## src/rtl/multicycle_pkg.sv

```systemverilog
// -----------------------------------------------------------------------------
// multicycle_pkg
// Shared definitions for the multicycle control unit:
//   - state_e      : control FSM state encoding (TRAP exists only when
//                    ILLEGAL_OP_TRAP_EN is defined)
//   - OP_*         : instruction opcode field values (IR[31:26])
//   - FUNCT_*      : R-type funct field values (IR[5:0])
//   - ALU_*        : 3-bit ALU operation codes driven to the ALU
//   - SRCB_*/PCSRC_* : datapath mux select values
//   - is_terminal(): true for the last state of every legal instruction
// -----------------------------------------------------------------------------
package multicycle_pkg;

    typedef enum logic [3:0] {
        S_FETCH,
        S_DECODE,
        S_MEMADR,
        S_MEMRD,
        S_MEMWB,
        S_MEMWR,
        S_EXEC,
        S_ALUWB,
        S_BRANCH,
        S_ADDIEX,
        S_ADDIWB,
        S_JUMP
`ifdef ILLEGAL_OP_TRAP_EN
        , S_TRAP
`endif
    } state_e;

    localparam logic [5:0] OP_RTYPE = 6'b000000;
    localparam logic [5:0] OP_LW    = 6'b100011;
    localparam logic [5:0] OP_SW    = 6'b101011;
    localparam logic [5:0] OP_BEQ   = 6'b000100;
    localparam logic [5:0] OP_ADDI  = 6'b001000;
    localparam logic [5:0] OP_J     = 6'b000010;

    localparam logic [5:0] FUNCT_ADD = 6'h20;
    localparam logic [5:0] FUNCT_SUB = 6'h22;
    localparam logic [5:0] FUNCT_AND = 6'h24;
    localparam logic [5:0] FUNCT_OR  = 6'h25;
    localparam logic [5:0] FUNCT_XOR = 6'h26;
    localparam logic [5:0] FUNCT_NOR = 6'h27;
    localparam logic [5:0] FUNCT_SLT = 6'h2A;

    localparam logic [2:0] ALU_AND = 3'b000;
    localparam logic [2:0] ALU_OR  = 3'b001;
    localparam logic [2:0] ALU_ADD = 3'b010;
    localparam logic [2:0] ALU_SUB = 3'b110;
    localparam logic [2:0] ALU_SLT = 3'b111;
    localparam logic [2:0] ALU_NOR = 3'b100;
    localparam logic [2:0] ALU_XOR = 3'b101;

    localparam logic [1:0] SRCB_REGB    = 2'b00;
    localparam logic [1:0] SRCB_FOUR    = 2'b01;
    localparam logic [1:0] SRCB_IMM     = 2'b10;
    localparam logic [1:0] SRCB_IMM_SH2 = 2'b11;

    localparam logic [1:0] PCSRC_ALU    = 2'b00;
    localparam logic [1:0] PCSRC_ALUOUT = 2'b01;
    localparam logic [1:0] PCSRC_JUMP   = 2'b10;

    // An instruction retires when the FSM leaves one of these states.
    function automatic logic is_terminal(input state_e s);
        return (s == S_MEMWB) || (s == S_MEMWR) || (s == S_ALUWB) ||
               (s == S_BRANCH) || (s == S_ADDIWB) || (s == S_JUMP);
    endfunction

endpackage

```

## src/rtl/alu_funct_decoder.sv

```systemverilog
// -----------------------------------------------------------------------------
// alu_funct_decoder
// Combinational map from the R-type funct field to the 3-bit ALU op code.
// Unknown funct values fall back to ADD.
// Ports:
//   funct  in  6  IR[5:0]
//   alu_op out 3  ALU operation code for the EXEC state
// -----------------------------------------------------------------------------
module alu_funct_decoder
    import multicycle_pkg::*;
(
    input  logic [5:0] funct,
    output logic [2:0] alu_op
);

    always_comb begin
        unique case (funct)
            FUNCT_ADD: alu_op = ALU_ADD;
            FUNCT_SUB: alu_op = ALU_SUB;
            FUNCT_AND: alu_op = ALU_AND;
            FUNCT_OR:  alu_op = ALU_OR;
            FUNCT_XOR: alu_op = ALU_XOR;
            FUNCT_NOR: alu_op = ALU_NOR;
            FUNCT_SLT: alu_op = ALU_SLT;
            default:   alu_op = ALU_ADD;
        endcase
    end

endmodule

```

## src/rtl/multicycle_control.sv

```systemverilog
// -----------------------------------------------------------------------------
// multicycle_control
// Moore control FSM for a multicycle datapath plus a retired-instruction
// counter. Outputs depend on state only, except AluOp in EXEC (from Funct)
// and PCEn in BRANCH (from ZeroFlag).
// Optional build macro: ILLEGAL_OP_TRAP_EN adds the IllegalOp output and a
// TRAP state entered on an unknown opcode and left only by reset.
// Ports:
//   clk, reset            clock, synchronous active-high reset
//   Opcode, Funct         IR[31:26], IR[5:0]
//   ZeroFlag              ALU zero flag, same cycle
//   AluOp, AluSrcA/B      ALU operation and operand selects
//   PCSrc, PCEn           PC source select and write enable
//   IorD, MemRead/Write   memory address select and strobes
//   IRWrite               instruction register load
//   RegDst, MemtoReg, RegWrite  register-file write controls
//   IllegalOp             (ILLEGAL_OP_TRAP_EN only) FSM is in TRAP
//   InstrCount            retired-instruction count, wraps modulo 2^COUNT_W
// -----------------------------------------------------------------------------
module multicycle_control
    import multicycle_pkg::*;
#(
    parameter int COUNT_W = 32
) (
    input  logic               clk,
    input  logic               reset,
    input  logic [5:0]         Opcode,
    input  logic [5:0]         Funct,
    input  logic               ZeroFlag,
    output logic [2:0]         AluOp,
    output logic               AluSrcA,
    output logic [1:0]         AluSrcB,
    output logic [1:0]         PCSrc,
    output logic               PCEn,
    output logic               IorD,
    output logic               MemRead,
    output logic               MemWrite,
    output logic               IRWrite,
    output logic               RegDst,
    output logic               MemtoReg,
    output logic               RegWrite,
`ifdef ILLEGAL_OP_TRAP_EN
    output logic               IllegalOp,
`endif
    output logic [COUNT_W-1:0] InstrCount
);

    state_e             state_q, state_d;
    logic [COUNT_W-1:0] count_q, count_d;
    logic [2:0]         exec_alu_op;

    alu_funct_decoder u_funct_dec (
        .funct  (Funct),
        .alu_op (exec_alu_op)
    );

    always_comb begin
        // NOTE: every output gets a default before the case so that states
        // which do not mention a signal drive 0 instead of inferring a latch.
        state_d  = S_FETCH;
        count_d  = count_q;
        AluOp    = ALU_AND;
        AluSrcA  = 1'b0;
        AluSrcB  = SRCB_REGB;
        PCSrc    = PCSRC_ALU;
        PCEn     = 1'b0;
        IorD     = 1'b0;
        MemRead  = 1'b0;
        MemWrite = 1'b0;
        IRWrite  = 1'b0;
        RegDst   = 1'b0;
        MemtoReg = 1'b0;
        RegWrite = 1'b0;
`ifdef ILLEGAL_OP_TRAP_EN
        IllegalOp = 1'b0;
`endif

        case (state_q)
            S_FETCH: begin
                MemRead = 1'b1;
                IRWrite = 1'b1;
                AluSrcB = SRCB_FOUR;
                AluOp   = ALU_ADD;
                PCSrc   = PCSRC_ALU;
                PCEn    = 1'b1;
                state_d = S_DECODE;
            end
            S_DECODE: begin
                // Branch target is computed speculatively while decoding.
                AluSrcB = SRCB_IMM_SH2;
                AluOp   = ALU_ADD;
                case (Opcode)
                    OP_LW, OP_SW: state_d = S_MEMADR;
                    OP_RTYPE:     state_d = S_EXEC;
                    OP_BEQ:       state_d = S_BRANCH;
                    OP_ADDI:      state_d = S_ADDIEX;
                    OP_J:         state_d = S_JUMP;
`ifdef ILLEGAL_OP_TRAP_EN
                    default:      state_d = S_TRAP;
`else
                    default:      state_d = S_FETCH;
`endif
                endcase
            end
            S_MEMADR: begin
                AluSrcA = 1'b1;
                AluSrcB = SRCB_IMM;
                AluOp   = ALU_ADD;
                state_d = (Opcode == OP_LW) ? S_MEMRD : S_MEMWR;
            end
            S_MEMRD: begin
                IorD    = 1'b1;
                MemRead = 1'b1;
                state_d = S_MEMWB;
            end
            S_MEMWB: begin
                MemtoReg = 1'b1;
                RegWrite = 1'b1;
            end
            S_MEMWR: begin
                IorD     = 1'b1;
                MemWrite = 1'b1;
            end
            S_EXEC: begin
                AluSrcA = 1'b1;
                AluSrcB = SRCB_REGB;
                AluOp   = exec_alu_op;
                state_d = S_ALUWB;
            end
            S_ALUWB: begin
                RegDst   = 1'b1;
                RegWrite = 1'b1;
            end
            S_BRANCH: begin
                AluSrcA = 1'b1;
                AluSrcB = SRCB_REGB;
                AluOp   = ALU_SUB;
                PCSrc   = PCSRC_ALUOUT;
                PCEn    = ZeroFlag;
            end
            S_ADDIEX: begin
                AluSrcA = 1'b1;
                AluSrcB = SRCB_IMM;
                AluOp   = ALU_ADD;
                state_d = S_ADDIWB;
            end
            S_ADDIWB: begin
                RegWrite = 1'b1;
            end
            S_JUMP: begin
                PCSrc = PCSRC_JUMP;
                PCEn  = 1'b1;
            end
`ifdef ILLEGAL_OP_TRAP_EN
            S_TRAP: begin
                IllegalOp = 1'b1;
                state_d   = S_TRAP;
            end
`endif
            default: state_d = S_FETCH;
        endcase

        // Every terminal state returns to FETCH, so leaving it retires one
        // instruction. The illegal DECODE->FETCH path is not terminal.
        if (is_terminal(state_q)) begin
            count_d = count_q + COUNT_W'(1);
        end
    end

    // NOTE: state registers use non-blocking assignments so every flop samples
    // its _d value from before the edge, independent of statement order.
    always_ff @(posedge clk) begin
        if (reset) begin
            state_q <= S_FETCH;
            count_q <= '0;
        end else begin
            state_q <= state_d;
            count_q <= count_d;
        end
    end

    assign InstrCount = count_q;

endmodule

```

## config.mk

```make
export PLATFORM = sky130hd
export DESIGN_NAME = multicycle_control
export DESIGN_NICKNAME = d
export VERILOG_FILES = /design/src/rtl/multicycle_pkg.sv /design/src/rtl/alu_funct_decoder.sv /design/src/rtl/multicycle_control.sv
export SDC_FILE = /design/constraint.sdc
export NUM_CORES = 1
export LEC_CHECK = 0
export CORE_MARGIN = 2
export CORE_UTILIZATION = 51
export DETAILED_ROUTE_END_ITERATION = 16
export GPL_TIMING_DRIVEN = 0
export PLACE_DENSITY_LB_ADDON = 0.05
export SYNTH_ARGS = -nofsm -noshare
export SYNTH_HDL_FRONTEND = slang
export SYNTH_SLANG_ARGS = --single-unit
```

## constraint.sdc

```tcl
create_clock -name clk -period 5.6 [get_ports clk]
set_input_delay 1.12 -clock clk [delete_from_list [all_inputs] [get_ports clk]]
set_output_delay 1.12 -clock clk [all_outputs]
set_load 0.02 [all_outputs]
```

; After elaboration in Yosys (flattened, before gate mapping)
; Cells that the tools add are included.
; W data, S select, Z words.
[totals]
regBits = 36
input_bits = 15
output_inout_bits = 48
word_cells = 56
[classes]
add_sub_neg = 1
eq_ne = 22
muxes = 16
reduce_logical = 15
[ops]
columns = op, n
row1 = $eq A6 B6 Y1 const B, 8
row2 = $add A32 B1 Y32 const B, 1
row3 = $pmux W4 S6, 1
row4 = $pmux W4 S5, 1
row5 = $pmux W3 S6, 1
row6 = $eq A4 B3 Y1 const B, 4
row7 = $eq A4 B4 Y1 const B, 4
row8 = $reduce_or A2 Y1, 5
row9 = $pmux W3 S3, 1
row10 = $eq A4 B2 Y1 const B, 2
row11 = $mux W1, 8
row12 = $reduce_or A4 Y1, 2
row13 = $eq A6 B2 Y1 const B, 1
row14 = $eq A6 B3 Y1 const B, 1
row15 = $eq A6 B4 Y1 const B, 1
row16 = $logic_not A6 Y1, 1
row17 = $pmux W2 S3, 1
row18 = $logic_or A1 B1 Y1, 5
row19 = $eq A4 B1 Y1 const B, 1
row20 = $logic_not A4 Y1, 1
row21 = $pmux W2 S2, 1
row22 = $mux W3, 1
row23 = $reduce_or A3 Y1, 1
row24 = $pmux W1 S2, 1

; Depth between registers and ports, before layout
; Gate-level depths: netlist of the first run.
[depth]
ltp_word = 6
depth_mapped = 7
mapped_depth_nobuf = 6

; Cells and area by module
; Synthesis of the first run repeated with hierarchy kept, for this count alone.
[unflattened]
hier_cells = 265
area_unflattened_um2 = 2028.2
[modules_own_cells]
columns = module, instances, cells_each, area_per_inst_um2, seq_area_each_um2
row1 = multicycle_control, 1, 256, 1953.1, 720.7
row2 = alu_funct_decoder, 1, 9, 75.1, 0.0

; Worst setup path after synthesis of the first run
; Ideal clock, no wire load.
[synth_timing]
kind = input-to-output
startpoint = in Funct[4]
endpoint = out AluOp[0]
arrival_ns = 1.822
t_required_ns = 4.480
slack_ns = 2.658
stages = 3
path_cell_list = nand2b_1 nor3_1 nor2b_1
[synth_between]
elab_chain_cells = 3
elab_cells_between_ends = 8
classes_between = eq/ne: 6 / mux: 2
[synth_rtl]
columns = item, line
row1 = start: declaration, multicycle_control.sv:28  ; input logic [5:0] Funct,
row2 = $eq A6 B6 Y1, alu_funct_decoder.sv:17  ; unique case (funct)
row3 = $pmux W3 S6 (*), alu_funct_decoder.sv:17
row4 = $pmux W3 S3 (*), multicycle_control.sv:78  ; case (state_q)
row5 = end: declaration, multicycle_control.sv:30  ; output logic [2:0] AluOp,
; Every way passes the cells marked *; elsewhere a longest branch is shown, timed or not.

; Worst setup path after layout of the first run
[layout_timing]
startpoint = in Funct[4]
endpoint = out AluOp[2]
; Same word-level chain as after synthesis.

==> impl_summary.md, run 1 <==
Synth
In the synthesized netlist, the number of instances is 261. The flip-flop and latch count after synthesis is 36. The cell type with the highest aggregate area in the netlist is sky130_fd_sc_hd__dfxtp_1.

Counting flops with an async set or reset pin after synthesis yields a share of 0%. In the post-synthesis netlist, the biggest area contributors are sky130_fd_sc_hd__dfxtp_1 (35%), sky130_fd_sc_hd__xnor2_1 (8.0%), sky130_fd_sc_hd__nor2_1 (7.0%). The average instance area after synthesis is 7.958 µm².

In this run the cell area of the synthesized design comes to 2077 µm². In the synthesized netlist the dominant register cell turns out to be sky130_fd_sc_hd__dfxtp_1. Counting every net in the synthesized netlist gives 277.

The part of the Yosys area used for sequential elements is 34.70%. The share of the synthesized area in the top cell type is 34.70%. The count of flip-flops with a built-in enable after synthesis is 0. The number of distinct library cell variants in the gate-level netlist after synthesis is 44. The number of warnings reported in the yosys synthesis log is 0.

Setup path
The arrival time of data at the critical path endpoint is 2.68 ns. The slowest stage of the critical path belongs to the cell sky130_fd_sc_hd__clkdlybuf4s50_1. The startpoint type of the worst setup path is a primary input. Among the stages of the critical path, the cell type that occurs most often is sky130_fd_sc_hd__clkdlybuf4s50_1. The critical path goes through clkdlybuf4s50_1 > nand2b_1 > nor3_1 > a31o_2 > clkdlybuf4s50_1. For the worst setup path, the data required time is 4.48 ns. For flop-to-flop paths, the worst setup slack is 3.53 ns. The number of buffers and inverters on the critical path is 2. The family with the most delay on the worst path is buffers and inverters. The worst setup path is of the primary input to primary output kind. The top fanout value on the critical path is 2.

The kind of end point of the critical path is a primary output. In this design, the stage delay of the slowest critical-path cell is 0.59 ns.

Clock network
The clock passes through at most 2 buffers. For the worst-skew pair, the clock arrives at the later sink with an insertion delay of 0.28 ns. The depth of the CTS H-tree is 2. TritonCTS built the clock tree. CTS saw 36 sinks. The register clock-pin slew on the reported worst setup and hold paths is 0.07 ns. Buffers added to address setup during post-CTS repair amount to 0. The post-cts repair resize count is 0. The cell sitting at the root of the clock tree is a sky130_fd_sc_hd__clkbuf_8. The total clock buffers created by CTS is 5.

After clock tree synthesis, the flow added hold-fix buffers numbering 0.

Final layout
The fill cell total of the finished layout is 331. For this run, the post-layout net count is 345. The end-of-flow core utilization is 71.20%. In the final layout, the share of cells above drive strength 1 is 7.903%. The number of antenna diodes is 0. Compared with the post-synthesis result, the final layout area differs by 36.14%.

STA
The number of pins exceeding their max-slew limit in the final report is 0. Setup slack on the critical path of the routed design comes to 1.804 ns. The worst hold-check slack is 0.5079 ns. Setup repair after global routing left no endpoint under its margin. At the pin with the least slew margin, the transition time is 0.5040 ns. The share of the clock period used by the worst path is 67.78%. The summed negative setup slack over all endpoints is 0 ns.

The headroom to the max-slew limit is 66.40%. The hold violation total from the final report came to 0. The final critical delay including setup and external delays is 3.796 ns. Setup violations remaining at the end of the flow were counted as 0. The setup skew after layout is 0.007510 ns.

Based on the critical path, the design can be clocked at up to 263.5 MHz.

Detailed routing
The first-pass iteration count of the detailed router is 4. After detailed routing, the number of remaining DRC violations is 0. In the routed layout, each cell is associated on average with a via count of 5.475.

The count of nets left with antenna violations once routing finished came out at 0. The routed via count is 2,075. In the final routed layout, each cell accounts on average for 13.73 µm.

Wires add up to 5202 µm. After the first detailed-routing iteration, the DRC count stood at 161.

Place
Buffers placed on the I/O ports in this run total 61. The half-perimeter wire length after placement is 3852 µm. Prior to clock tree synthesis, the placed netlist has a worst setup slack of 1.804 ns. The global placement routability congestion is 0.8433.

Global routing
The initial antenna violation count is 0. The wire length of the first global-routing pass is 8142 µm. In the global route stage, overall resource usage came out at 23.07%.

The number of global-route vias before repair came to 1,831. The aggregate global routing overflow is 0. The largest net degree at the start of global routing is 11.

Power and ir drop
The worst vdd rail ir drop is 0.1437 mV. Power spread over the standard cell area amounts to 167.8 nW/µm². The overall power of the completed layout is 0.4746 mW. The static power due to leakage is 0.8859 nW.

Floorplan
The starting density of the core is 52.30%. Row generation in the floorplan step produced 23 rows. 63 I/O pins were placed. The die is 67.82 µm wide.

The placeable core area is 3971 µm². The die outline height is 67.82 µm. The floorplan die area is 4599 µm².

Run status
The run finished with clean final reports.

Job
Across the run, the number of max-cap violations was 0.

Worst hold path
The worst min-delay path class is flop to flop.
==> worst min-delay path, stage by stage (launching register included) <==
cell and delay [ns]:
sky130_fd_sc_hd__dfxtp_1 0.33, sky130_fd_sc_hd__o21ai_0 0.08, sky130_fd_sc_hd__a21oi_1 0.06
==> sequential cells by signal (all words and copies together) (netlist names) <==
name / cells
InstrCount: 32
state_q: 4
==> worst paths after layout <==
| path | endpoint | startpoint | depth (start not counted) |
|---|---|---|---|
| worst max register to register | InstrCount[22] | InstrCount[0] | 6 |
| worst min-delay path | InstrCount[19] | InstrCount[19] | 2 |
| worst min register to register | InstrCount[19] | InstrCount[19] | 2 |
| worst max-delay path | AluOp[2] | Funct[4] | 5 |
==> cell usage after synthesis (2+ instances only) <==
cell type,number
sky130_fd_sc_hd__a31o_2,2
sky130_fd_sc_hd__nor2b_1,8
sky130_fd_sc_hd__buf_2,4
sky130_fd_sc_hd__buf_1,3
sky130_fd_sc_hd__nand2_1,15
sky130_fd_sc_hd__or3_1,3
sky130_fd_sc_hd__or2_2,2
sky130_fd_sc_hd__or4_1,2
sky130_fd_sc_hd__and3_1,5
sky130_fd_sc_hd__mux2_2,4
sky130_fd_sc_hd__clkbuf_1,7
sky130_fd_sc_hd__nand3_1,13
sky130_fd_sc_hd__xnor2_1,19
sky130_fd_sc_hd__nand4_1,7
sky130_fd_sc_hd__nand3b_1,2
sky130_fd_sc_hd__nor3_1,12
sky130_fd_sc_hd__inv_1,4
sky130_fd_sc_hd__and4_1,4
sky130_fd_sc_hd__nor4_1,13
sky130_fd_sc_hd__dfxtp_1,36
sky130_fd_sc_hd__xor2_1,8
sky130_fd_sc_hd__nor2_1,39
sky130_fd_sc_hd__nand2b_1,7
sky130_fd_sc_hd__o21ai_0,8
sky130_fd_sc_hd__nor4b_1,2
sky130_fd_sc_hd__a31oi_1,2
sky130_fd_sc_hd__a21oi_1,13
==> metal layers <==
layer  GRT usage [%]  up-vias  share of wire, %
li1                -     1069                 -
met1           28.95      939                46
met2           39.46       60                46
met3           5.428        7               6.9
met4           6.750        0               1.3
met5               0        -                 0
==> cell type report <==
type	instances	area, µm²	area share [%]
buffer	15	62.56	2.212
clock buffer	6	72.57	2.566
clock inverter	1	5.005	0.1770
inverter	4	15.01	0.5310
multi-input combinational	206	1279	45.22
sequential	36	720.7	25.49
tap	50	62.56	2.212
timing repair buffer	61	610.6	21.59
==> layout by cell type (no fill, tap or decap), types with 5 or more instances in the layout <==
cell / instances
sky130_fd_sc_hd__a21oi_1: 13
sky130_fd_sc_hd__and3_1: 5
sky130_fd_sc_hd__clkbuf_1: 8
sky130_fd_sc_hd__clkbuf_8: 5
sky130_fd_sc_hd__clkdlybuf4s50_1: 61
sky130_fd_sc_hd__dfxtp_1: 36
sky130_fd_sc_hd__nand2_1: 15
sky130_fd_sc_hd__nand2b_1: 7
sky130_fd_sc_hd__nand3_1: 13
sky130_fd_sc_hd__nand4_1: 7
sky130_fd_sc_hd__nor2_1: 39
sky130_fd_sc_hd__nor2b_1: 8
sky130_fd_sc_hd__nor3_1: 12
sky130_fd_sc_hd__nor4_1: 13
sky130_fd_sc_hd__o21ai_0: 8
sky130_fd_sc_hd__xnor2_1: 19
sky130_fd_sc_hd__xor2_1: 8
==> stage by stage <==
step                      area [µm²]  std cells
after CTS                       2828        379
after floorplan                 2077        261
after detailed placement        2750        372
after global routing            2828        379
final                           2828        379
after global placement          2750        372
==> power by group <==
part	switching [mW]	internal, mW
logic	0.0245	0.0222
registers	0.000980	0.257
clock network	0.0855	0.0845
total	0.111	0.364
==> logic make-up (layout without fill, tap and decap cells) <==
group,Yosys count,in the layout,share of synthesized area [%]
AO/OA/AOI/OAI,33,33,10.12
adder cells (fa/ha/maj),1,1,0.6023
XOR/XNOR,27,27,11.39
AND/OR/NAND/NOR,141,141,37.29
multiplexers,4,4,2.169
buffers and inverters,19,87,3.735
flip-flops,36,36,34.70
(Power assumes the default switching activity.)
==> inputs of run 2 (changes only) <==
- CORE_UTILIZATION: 51 -> 47
- clock period: 5.6 -> 3.5 ns (I/O delays scaled with it)
==> run 2 against run 1 <==
Effect of this change:
- die area rose by 8.0%
- via count rose by 1.3%
- utilization fell by 4.9 points
- combinational power rose by 58%
- critical path depth did not move
- wire length fell by 1.7%
- global-route usage fell by 1.6 points
- sequential share of layout area fell by 0.19 points
- register-to-register slack got worse by 2.1 ns
- critical endpoint unchanged
- highest routed layer unchanged
==> impl_summary.md, run 2 (synthesized netlist as in run 1, its figures left out) <==
Power and ir drop
The power density normalized to cell area is 282.4 nW/µm² (+68%). The worst vdd rail ir drop came to 0.2256 mV (+57%). The overall power of the completed layout is 0.8045 mW (+70%). The static power due to leakage was 0.8964 nW (+1.2%).

Setup path
The origin of the critical flop-to-flop path is InstrCount[0]. The kind of end point of the critical path is a primary output. The top fanout value on the critical path was 2 (unchanged). The terminus of the critical flop-to-flop path is InstrCount[22]. The worst setup path startpoint is Funct[4]. The worst setup path endpoint is AluOp[2]. The endpoint required time on the critical path came to 2.80 ns (-1.68 ns).

The arrival time of data at the critical path endpoint was 2.26 ns (-0.42 ns). The setup slack of the most critical reg-to-reg path is 1.44 ns (-2.09 ns). STA classifies the critical path startpoint as a primary input. The worst setup path category is primary input to primary output. The path depth of the worst reg2reg path is 6 (unchanged).

Final layout
The number of nets in the final layout is 345 (unchanged). The number of cells in the finished layout apart from fillers came to 382 (+0.79%). The fraction of final layout cells sized beyond drive strength 1 is 8.485% (+0.58 points). The multi-input gate area in the final layout is 1279 µm² (unchanged). The fill cell total of the finished layout is 378 (+14%).

Compared with the post-synthesis result, the final layout area differs by 37.17%. The number of antenna diodes came to 0 (unchanged). The top cell types in the final layout, fill and taps aside, are sky130_fd_sc_hd__clkdlybuf4s50_1 (61), sky130_fd_sc_hd__nor2_1 (39), sky130_fd_sc_hd__dfxtp_1 (36).

The footprint of the flip-flops and latches came to 720.7 µm² (unchanged). The number of flip-flops under the largest register name is 32 (unchanged). The library cell used most frequently in the layout, excluding fill and tap cells, is sky130_fd_sc_hd__clkdlybuf4s50_1. The post-route cell area is 2849 µm² (+0.75%).

Floorplan
The number of primary I/O pins is 63 (unchanged). The floorplan die area is 4967 µm² (+8.0%). The count of standard-cell rows came to 24 (+4.3%). The die outline height was 70.48 µm (+3.9%). The placeable core area is 4294 µm² (+8.1%). The horizontal die dimension came to 70.48 µm (+3.9%). The starting density of the core is 48.37% (-3.9 points).

STA
The hold violation total from the final report is 0 (unchanged). The headroom to the max-slew limit is 66.51% (+0.10 points). The number of pins exceeding their max-slew limit in the final report is 0 (unchanged). The summed negative setup slack over all endpoints is 0 ns (unchanged). The setup skew after layout is 0.01095 ns (+0.003437 ns). The share of the clock period used by the worst path is 84.63%. The worst hold-check slack is 0.4800 ns (-0.02794 ns). Setup repair after global routing left no endpoint under its margin.

The final critical delay including setup and external delays is 2.962 ns. The final-report setup violation count is 0 (unchanged). The transition time at the pin with the least slew margin is 0.5024 ns (-0.001569 ns).

The achievable frequency is 337.6 MHz.

Place
The half-perimeter wire length after placement is 3851 µm (about the same). The total placed instance area is 2753 µm² (about the same). The count of input and output buffers is 61 (unchanged). The number of placed instances with taps included is 374 (+0.54%). The global placement routability congestion is 0.8530 (+1.2%).

Global routing
The number of global-route vias before repair was 1,916 (+4.6%). The layer with the highest usage is met2. The overall track demand over capacity in global routing is 21.50% (-1.6 points). The largest net degree at the start of global routing is 13 (+2). The wire length of the first global-routing pass was 8783 µm (+7.9%). The global-route track usage on met1 is 29.79% (+0.84 points). The global-route track usage on met3 is 5.483% (+0.056 points).

The aggregate global routing overflow is 0 (unchanged). The routing usage on met2 is 33.44% (-6.0 points). The initial antenna violation count was 0 (unchanged).

Clock network
The insertion delay to the later sink of the worst-skew pair is 0.29 ns (about the same). The total clock buffers created by CTS is 5 (unchanged). The number of sinks on the clock net is 36 (unchanged). The hold buffer count at CTS is 0 (unchanged).

The post-CTS setup repair buffer count is 0 (unchanged). TritonCTS built the clock tree. The register clock-pin slew on the reported worst setup and hold paths is 0.07 ns (about the same). The number of buffers between clock root and the deepest sink is 2 (unchanged).

The post-cts repair resize count is 0 (unchanged). CTS placed an instance of sky130_fd_sc_hd__clkbuf_8 at the clock tree root. The depth of the CTS H-tree is 2 (unchanged).

Detailed routing
The average vias per placed instance came to 5.500 (+0.46%). The remaining design rule violation count is 0 (unchanged). The first-pass iteration count of the detailed router was 4 (unchanged). The count of nets left with antenna violations after detail routing came to 0 (unchanged). The violation count after the first detailed-routing iteration came to 88 (-45%).

The total length of routed wires was 5113 µm (-1.7%). The average detailed-routed wire length per instance is 13.38 µm (-2.5%). The routed via count came to 2,101 (+1.3%).

Run status
The run finished with clean final reports.

Job
The max-cap check violation count is 0 (unchanged).

Worst hold path
The worst hold path cell count is 2 (unchanged). The worst min-delay path class is flop to flop.
## run 2: power by group
part           switching [mW]  internal, mW  total, mW
clock                   0.157         0.161      0.318
combinational          0.0383        0.0356     0.0739
sequential            0.00161         0.411      0.412
## run 2: worst min path at each step
| stage | from | endpoint | slack [ns] |
|---|---|---|---|
| global route | InstrCount[31] | InstrCount[31] | 0.52 |
| floorplan | InstrCount[27] | InstrCount[27] | 0.54 |
| detailed placement | InstrCount[31] | InstrCount[31] | 0.47 |
| CTS | InstrCount[31] | InstrCount[31] | 0.48 |
| finish | InstrCount[31] | InstrCount[31] | 0.48 |
| global placement | InstrCount[31] | InstrCount[31] | 0.47 |
## run 2: cell type report
type	count	area share, %
clock inverter	2	0.4831
inverter	4	0.5270
multi-input combinational	206	44.88
timing repair buffer	61	21.43
clock buffer	6	2.899
tap	52	2.284
sequential	36	25.30
buffer	15	2.196
## run 2: through the flow
stage,utilization [%],setup WS (ns)
6_report,66.35,0.5380
5_1_grt,66.35,0.4358
4_1_cts,66.35,0.5237
3_5_place_dp,64.10,0.5237
3_3_place_gp,64.10,0.5491
2_1_floorplan,-,1.398
## run 2: metal layers
layer / share of wire, % / vias to the layer above
met5: 0 / -
met4: 0.88 / 0
met3: 6.0 / 7
met2: 45 / 53
met1: 48 / 975
li1: - / 1066
## run 2: critical path, stage by stage
cell                              delay [ns]
sky130_fd_sc_hd__clkdlybuf4s50_1        0.38
sky130_fd_sc_hd__nand2b_1               0.16
sky130_fd_sc_hd__nor3_1                 0.24
sky130_fd_sc_hd__a31o_2                 0.18
sky130_fd_sc_hd__clkdlybuf4s50_1        0.59
